<file path="src/rtl/hc_sr04_pkg.sv">
// Shared constants for the HC-SR04 controller and its sensor emulator.
// States: IDLE wait | TRIG_HI qualify trigger | BURST delay | ECHO pulse | HOLDOFF dead time.
package hc_sr04_pkg;

  typedef logic [2:0] state_t;

  localparam state_t IDLE    = 3'd0;
  localparam state_t TRIG_HI = 3'd1;
  localparam state_t BURST   = 3'd2;
  localparam state_t ECHO    = 3'd3;
  localparam state_t HOLDOFF = 3'd4;

  localparam int unsigned CLK_HZ         = 50_000_000;
  localparam int unsigned US_PER_CM_X100 = 5882;

  // 50 cycles/us * 58.82 us/cm = 2941 cycles/cm
  localparam int unsigned DEFAULT_CYCLES_PER_CM = (CLK_HZ / 1_000_000) * US_PER_CM_X100 / 100;

  function automatic logic dist_in_range(input logic [8:0] d,
                                         input int unsigned lo,
                                         input int unsigned hi);
    return (32'(d) >= lo) && (32'(d) <= hi);
  endfunction

  function automatic logic [31:0] echo_cycles(input logic [8:0] d,
                                              input int unsigned cpc,
                                              input int unsigned lo,
                                              input int unsigned hi,
                                              input int unsigned tmo);
    if (dist_in_range(d, lo, hi))
      return 32'(d) * cpc;
    else
      return tmo;
  endfunction

endpackage

</file>
<file path="src/rtl/hc_sr04_sensor_emu_sync_2ff.sv">
// Generic two-flop synchronizer with synchronous active-high reset.
module sync_2ff #(
  parameter int WIDTH = 1
) (
  input  logic             clock,
  input  logic             reset,
  input  logic [WIDTH-1:0] d,
  output logic [WIDTH-1:0] q
);

  logic [WIDTH-1:0] meta;

  always_ff @(posedge clock) begin
    if (reset) begin
      meta <= '0;
      q    <= '0;
    end else begin
      meta <= d;
      q    <= meta;
    end
  end

endmodule

</file>
<file path="src/rtl/hc_sr04_sensor_emu.sv">
// HC-SR04 responder: qualifies the trigger, waits the burst time, then drives an
// echo pulse whose width encodes distance_cm (or a timeout width when out of range).
module hc_sr04_sensor_emu
  import hc_sr04_pkg::*;
#(
  parameter int unsigned TRIG_MIN_CYCLES = 500,
  parameter int unsigned BURST_CYCLES    = 10000,
  parameter int unsigned CYCLES_PER_CM   = DEFAULT_CYCLES_PER_CM,
  parameter int unsigned MIN_CM          = 2,
  parameter int unsigned MAX_CM          = 400,
  parameter int unsigned TIMEOUT_CYCLES  = 1900000,
  parameter int unsigned HOLDOFF_CYCLES  = 500000
) (
  input  logic       clock,
  input  logic       reset,
  input  logic       trigger,
  input  logic [8:0] distance_cm,
  output logic       echo,
  output logic       busy,
  output logic       timeout,
  output logic       runt
);

  localparam int TW = $clog2(TRIG_MIN_CYCLES + 1);
  localparam logic [TW-1:0] TMIN = TW'(TRIG_MIN_CYCLES);

  state_t        state;
  logic [31:0]   cnt;
  logic [TW-1:0] tcnt;
  logic [8:0]    dist_lat;
  logic          oor;
  logic          trig_s;
  logic          trig_prev;
  logic          trig_rise;
  logic [31:0]   echo_width;
  logic          in_range;

  sync_2ff #(.WIDTH(1)) u_trig_sync (
    .clock (clock),
    .reset (reset),
    .d     (trigger),
    .q     (trig_s)
  );

  assign trig_rise  = trig_s & ~trig_prev;
  assign in_range   = dist_in_range(dist_lat, MIN_CM, MAX_CM);
  assign echo_width = echo_cycles(dist_lat, CYCLES_PER_CM, MIN_CM, MAX_CM, TIMEOUT_CYCLES);

  // One down-counter serves BURST, ECHO and HOLDOFF; each phase ends when it reads zero.
  // BURST is loaded with the full count so echo rises BURST_CYCLES+3 edges after the pin falls.
  always_ff @(posedge clock) begin
    if (reset) begin
      state     <= IDLE;
      cnt       <= '0;
      tcnt      <= '0;
      dist_lat  <= '0;
      oor       <= 1'b0;
      trig_prev <= 1'b0;
      echo      <= 1'b0;
      busy      <= 1'b0;
      timeout   <= 1'b0;
      runt      <= 1'b0;
    end else begin
      trig_prev <= trig_s;
      timeout   <= 1'b0;
      runt      <= 1'b0;
      case (state)
        IDLE: begin
          if (trig_rise) begin
            state <= TRIG_HI;
            tcnt  <= TW'(1);
          end
        end
        TRIG_HI: begin
          if (trig_s) begin
            if (tcnt < TMIN) tcnt <= tcnt + TW'(1);
          end else if (tcnt >= TMIN) begin
            state    <= BURST;
            dist_lat <= distance_cm;
            busy     <= 1'b1;
            cnt      <= BURST_CYCLES;
          end else begin
            runt  <= 1'b1;
            state <= IDLE;
          end
        end
        BURST: begin
          if (cnt == 32'd0) begin
            state <= ECHO;
            echo  <= 1'b1;
            oor   <= ~in_range;
            cnt   <= echo_width - 32'd1;
          end else begin
            cnt <= cnt - 32'd1;
          end
        end
        ECHO: begin
          if (cnt == 32'd0) begin
            state   <= HOLDOFF;
            echo    <= 1'b0;
            timeout <= oor;
            cnt     <= HOLDOFF_CYCLES - 32'd1;
          end else begin
            cnt <= cnt - 32'd1;
          end
        end
        HOLDOFF: begin
          if (cnt == 32'd0) begin
            state <= IDLE;
            busy  <= 1'b0;
          end else begin
            cnt <= cnt - 32'd1;
          end
        end
        default: state <= IDLE;
      endcase
    end
  end

endmodule

</file>
<file path="config.mk">
export PLATFORM = sky130hd
export DESIGN_NAME = hc_sr04_sensor_emu
export DESIGN_NICKNAME = d
export VERILOG_FILES = /design/src/rtl/hc_sr04_pkg.sv /design/src/rtl/hc_sr04_sensor_emu_sync_2ff.sv /design/src/rtl/hc_sr04_sensor_emu.sv
export SDC_FILE = /design/constraint.sdc
export NUM_CORES = 1
export LEC_CHECK = 0
export ABC_AREA = 0
export CAP_MARGIN = 0
export CORE_UTILIZATION = 40
export CTS_CLUSTER_DIAMETER = 30
export DETAILED_ROUTE_END_ITERATION = 10
export PLACE_DENSITY = 0.54
export SYNTH_ARGS = -nofsm -noshare
export SYNTH_HDL_FRONTEND = slang
export SYNTH_SLANG_ARGS = --single-unit
</file>
<file path="constraint.sdc">
create_clock -name clock -period 12.35 [get_ports clock]
set_input_delay 1.8525 -clock clock [delete_from_list [all_inputs] [get_ports clock]]
set_output_delay 1.8525 -clock clock [all_outputs]
set_load 0.01 [all_outputs]
</file>
# Yosys cells after proc, flatten, opt, wreduce, memory -nomap -nowiden
# Index checks and enable logic that the tools add are counted.
word_totals:
  latch_bits: 0
  wordCells: 81
  ff_bits: 61
  mem_count: 0
  inputBits: 12
  mem_bits_ro: 0
  output_inout_bits: 4
  ram_bits: 0
classes:
  n_eq_ne: 13
  muxes: 25
  bitwise: 7
  n_mul: 1
  shifts: 0
  n_div: 0
  reduce_logical: 16
  magnitude_cmp: 4
  addsub: 3
ops:
  columns: ["op", "n"]
  rows:
  - ["32-bit 2-to-1 mux", 5]
  - ["32-bit one-hot mux with 4 select lines", 1]
  - ["32-bit by 1-bit subtractor with 32-bit output, second input constant", 2]
  - ["32-bit zero test", 1]
  - ["9-bit 2-to-1 mux", 3]
  - ["9-bit by 12-bit multiplier with 21-bit output, second input constant", 1]
  - ["21-bit 2-to-1 mux", 1]
  - ["9-bit one-hot mux with 2 select lines", 1]
  - ["2-bit != test, second input constant", 8]
  - ["3-bit 2-to-1 mux", 5]
  - ["3-bit one-hot mux with 5 select lines", 1]
  - ["4-bit AND reduction", 3]
  - ["9-bit by 1-bit adder with 9-bit output, second input constant", 1]
  - ["9-bit by 2-bit greater-or-equal comparator with 1-bit output, second input constant", 1]
  - ["9-bit greater-or-equal comparator, second input constant", 1]
  - ["9-bit less-or-equal comparator, second input constant", 1]
  - ["9-bit < comparator, second input constant", 1]
  - ["3-bit by 2-bit equality test with 1-bit output, second input constant", 2]
  - ["1-bit NOT", 6]
  - ["3-bit AND reduction", 2]
  - ["2-bit nonzero test", 3]
  - ["3-bit OR reduction", 2]
  - ["1-bit 2-to-1 mux", 5]
  - ["5-bit AND reduction", 1]
  - ["10 further kinds", 11]

# Depth between registers and ports, before layout
logic_depth:
  depth_word: 6
  depth_mapped: 19
  ltp_nobuf: 19

# Modules after synthesis
# A second synthesis with hierarchy kept.
unflattened:
  cells_unflattened: 756
  area_unflattened_um2: 6037.0
modules_own_cells:
  columns: ["module", "seq_area_each_um2", "instances", "area_each_um2", "cells_per_inst"]
  rows:
  - ["hc_sr04_sensor_emu", 1181.1, 1, 5984.5, 752]
  - ["sync_2ff", 40.0, 1, 52.6, 4]

# Worst setup path before layout
# No wires, ideal clock.
synth_timing:
  kind: "reg2reg"
  start: "reg dist_lat[3]"
  end: "reg cnt[29]"
  path_slack_ns: 7.120
  stages_incl_launch_ff: 18
  path_buffers: 0
  synth_period_minus_slack_ns: 5.230
  setup_ns: 0.106
  arrival_ns: 5.124
  t_required_ns: 12.244
  path_cell_list: "dfxtp_1 -> fa_1 -> inv_1 -> fa_1 -> inv_1 -> fa_1 -> inv_1 -> fa_1 -> inv_1 -> ha_1 -> a2111oi_0 -> o21ai_0 -> a2111oi_2 -> or3_1 -> o2111ai_1 -> nor4_1 -> nand4b_1 -> o311ai_0"
synth_between:
  elab_chain_cells: 6
  word_cells_on_any_way: 8
  cone_classes: "add/sub (1); mul (1); order compare (2); mux (3); reduce/logical (1)"
synth_lines:
  columns: ["element", "line_no", "rtl"]
  rows:
  - ["start, declared", "hc_sr04_sensor_emu.sv:30", "logic [8:0] dist_lat;"]
  - ["start signal, assigned", "hc_sr04_sensor_emu.sv:79", "dist_lat <= distance_cm;"]
  - ["branches (longest 2 deep; another with 9-bit by 12-bit multiplier with 21-bit output)", null, null]
  - ["21-bit 2-to-1 mux *", "hc_sr04_pkg.sv:30", "if (dist_in_range(d, lo, hi))"]
  - ["32-bit by 1-bit subtractor with 32-bit output *", "hc_sr04_sensor_emu.sv:92", "cnt <= echo_width - 32'd1;"]
  - ["32-bit 2-to-1 mux *", "hc_sr04_sensor_emu.sv:88", "if (cnt == 32'd0) begin"]
  - ["32-bit one-hot mux with 4 select lines *", "hc_sr04_sensor_emu.sv:67", "case (state)"]
  - ["end signal, assigned", "hc_sr04_sensor_emu.sv:92", null]
  - ["end signal, assigned", "hc_sr04_sensor_emu.sv:94", "cnt <= cnt - 32'd1;"]
  - ["end signal, assigned", "hc_sr04_sensor_emu.sv:102", "cnt <= HOLDOFF_CYCLES - 32'd1;"]
  - ["end, declared", "hc_sr04_sensor_emu.sv:28", "logic [31:0] cnt;"]
# Every way passes the cells marked *.
# A chain may end at the register's enable or synchronous reset.

# Worst setup path in the final report
# Same ends and word-level chain as after synthesis.

==> reports/qor.txt <==
Area of the core = 0.0148 sq mm
CP endpoint kind = flop
Routed wire length = 16.9 mm
Clk network pwr share = 0.567
XOR/XNOR share of the synthesized area = 0.0385
Final Skew = 10.6 ps
Starting Density = 0.417
Post-Synth Adder-Cell Area = 0.246
Cell taking the most area after synthesis = dfxtp_1
Power Dens Cells = 74.3 mW/mm^2
Row count = 44
Post-synthesis simple-gate area fraction = 0.238
Final cycle utilization of the critical path = 0.480
Most frequent cells after synthesis = inv_1 (93), nor2_1 (70), nand2_1 (67)
WL per Instance = 17.5 um
TritonCTS clock tree = built
Top cell type's share of synthesized area = 0.199
Final Critical Period = 5930 ps
Worst Path Required = 12590 ps
# clock sinks = 61
Port bufs = 15
Worst Tran Pin Value = 1130 ps
Syn Inst Count = 773
Clk Latency, worst-skew pair = 350 ps
GRT Residual Overflow = 0
FFs w/ async S/R, synth = 0
Psw = 0.121 mW
Crit-path slowest cell = fa_1
Reg2reg setup slack = 6420 ps
Fin nets = 888
DR iter-0 viols = 410
Fin area = 0.00678 sq mm
Most common cell in the netlist = inv_1
Worst reg2reg path depth = 17
Total track usage = 0.228
CTS H-tree lvls = 3
Post-CTS sizing = 0
Crit path max fanout = 7
P_leak = 2.92 nW
Via count = 5603
Syn_nets = 882
First-pass GRT wire length = 28.2 mm
FMAX = 169 MHz
Post-CTS Setup Inserts = 0
Worst-path clk slew = 60 ps
Post-DP HPWL = 13.1 mm
RSZ-0062 raised after global routing = no
CP Launch Type = flop
Max Root-Sink Buffers = 2
Yosys warns = 0
CTS Hold Bufs = 0
Die extent in y = 126 um
Layout Cells excl Fill = 968
Utilization after layout = 0.459
Compound-cell area share of the yosys netlist = 0.198
DP Cell Count = 952
Worst rel slew slack = 0.239
Buffer and inverter count on the worst path = 4
Clock buffer count from CTS = 9
Fraction of power consumed by sequential logic = 0.395
Seq/Total Area, Yosys = 0.199
Fill count = 1501
Hold path depth = 1
Ys flop type = dfxtp_1
Max cap viols = 0
Antenna Cells = 0
Post-DR vias/cell = 5.79
Netlist cell types = 68
Largest cells by area after synthesis = dfxtp_1 (20%), fa_1 (13%), ha_1 (12%)
First-pass DRT Iterations = 7
Initial antenna violation count = 0
Final setup violation count = 0
Combinational group share of total power = 0.037
DRC Markers = 0
Area grow syn2layout = 10.2%
Final antenna-violating net count = 0
VDD IR-drop max = 0.0679 mV
Fin. max-slew vios = 0
I/O pin total = 16
Status = finished clean
Worst path cell trace = fa_1, inv_1, fa_1, inv_1, fa_1, inv_1, fa_1, inv_1, ha_1, a2111oi_0, o21ai_0, a2111oi_2, or3_1, o2111ai_1, nor4_1, nand4b_1, o311ai_0
Hold Crit Class = reg -> reg
Post-synth EDFFs = 0
Share of layout cells above drive strength 1 = 0.0497
Main combinational cell family by area after synthesis = adder cells
Final TNS setup = 0 ps
Crit path DAT = 6170 ps
Synthesized area per cell = 7.95 sq um
CP Depth = 17
Switching portion of total power = 0.240
CP Class = reg -> reg
Largest net degree at the start of global routing = 43
Full die area = 0.0159 sq mm
Int Pwr = 0.383 mW
Area after DPL = 0.00645 sq mm
Placer Congestion = 0.885
Worst path top cell family by delay = adder cells
Multiplexer share of the synthesized area = 0.00651
Yosys reg bits = 61
Root Buffer = clkbuf_16
Final Hold Fails = 0
Post-Syn Area = 0.00615 sq mm
CP peak stage delay = 610 ps
Die Wd = 126 um
Vias in the first global route = 5475
## worst paths after layout
path | end | startpoint
setup / recovery | cnt[29]$_SDFFE_PP0P_ | dist_lat[3]$_SDFFE_PP0P_
hold / removal | u_trig_sync.q$_SDFF_PP0_ | u_trig_sync.meta$_SDFF_PP0_
setup reg to reg | cnt[29]$_SDFFE_PP0P_ | dist_lat[3]$_SDFFE_PP0P_
hold reg to reg | u_trig_sync.q$_SDFF_PP0_ | u_trig_sync.meta$_SDFF_PP0_
## metal layers
layer  wire length (um)  vias to the layer above  GRT usage
met5                  0                        -          0
met4                389                        0     0.0950
met3                505                       27     0.0268
met2               7930                      133      0.378
met1               8080                     2681      0.299
li1                   -                     2762          -
## metrics by stage
stage / setup slack (ps) / hold slack (ps) / power [mW]
global route: 6020 / 470 / 0.515
finish: 6420 / 435 / 0.503
global placement: 6580 / 430 / 0.222
CTS: 6450 / 441 / 0.507
detailed placement: 6500 / 427 / 0.222
floorplan: 7120 / 414 / 0.214
## layout by cell type, fill, tap and decap left out, types with 8 or more instances in the layout
cell type / instances
a21oi_1: 45
o21ai_0: 43
or3_1: 8
xor2_1: 12
nor3_1: 25
o211ai_1: 10
or4_1: 9
ha_1: 57
nor2b_1: 11
inv_1: 93
nand3_1: 29
dfxtp_1: 61
clkdlybuf4s50_1: 15
nand2_1: 67
fa_1: 40
nor2_1: 70
clkbuf_16: 9
nor4_1: 16
xnor2_1: 15
a31oi_1: 9
## layout make-up
type,count,area (sq um),area share
Clock buffer,9,225,0.0332
Clock inverter,7,98.8,0.0146
Inverter,93,349,0.0515
Multi-Input combinational cell,596,4480,0.661
Sequential cell,61,1220,0.180
Tap cell,184,230,0.0340
Timing Repair Buffer,18,173,0.0255
## worst register-to-register path: cells and delay by family, from the launching register on
family / cells / cell delay, ps
AND/OR/NAND/NOR: 3 / 1110
adder cells (fa/ha/maj): 5 / 2560
buffers and inverters: 4 / 210
flip-flops: 1 / 390
AO/OA/AOI/OAI: 5 / 1540
## flip-flops by register name, summed over array words and instances (netlist names)
name              flops
tcnt                  9
u_trig_sync.meta      1
timeout               1
echo                  1
busy                  1
runt                  1
oor                   1
dist_lat              9
state                 3
trig_prev             1
u_trig_sync.q         1
cnt                  32
## power by group through the flow
stage | Clock, mW | Sequential (mW) | Combinational [mW]
after global placement | 0 | 0.203 | 0.0185
after global routing | 0.296 | 0.199 | 0.0205
after detailed placement | 0 | 0.203 | 0.0186
final | 0.286 | 0.199 | 0.0188
after floorplan | 0 | 0.203 | 0.0110
after CTS | 0.289 | 0.199 | 0.0187
## cells by family (layout without fill, tap and decap cells)
group                      after synthesis  in the layout
AOI/OAI and AO/OA                      183            183
xor gates and xnor gates                27             27
buffers and inverters                  116            127
and+or+nand+nor                        285            285
muxes                                    4              4
adders and majority gates               97             97
DFF                                     61             61
(Power assumes the default switching activity.)
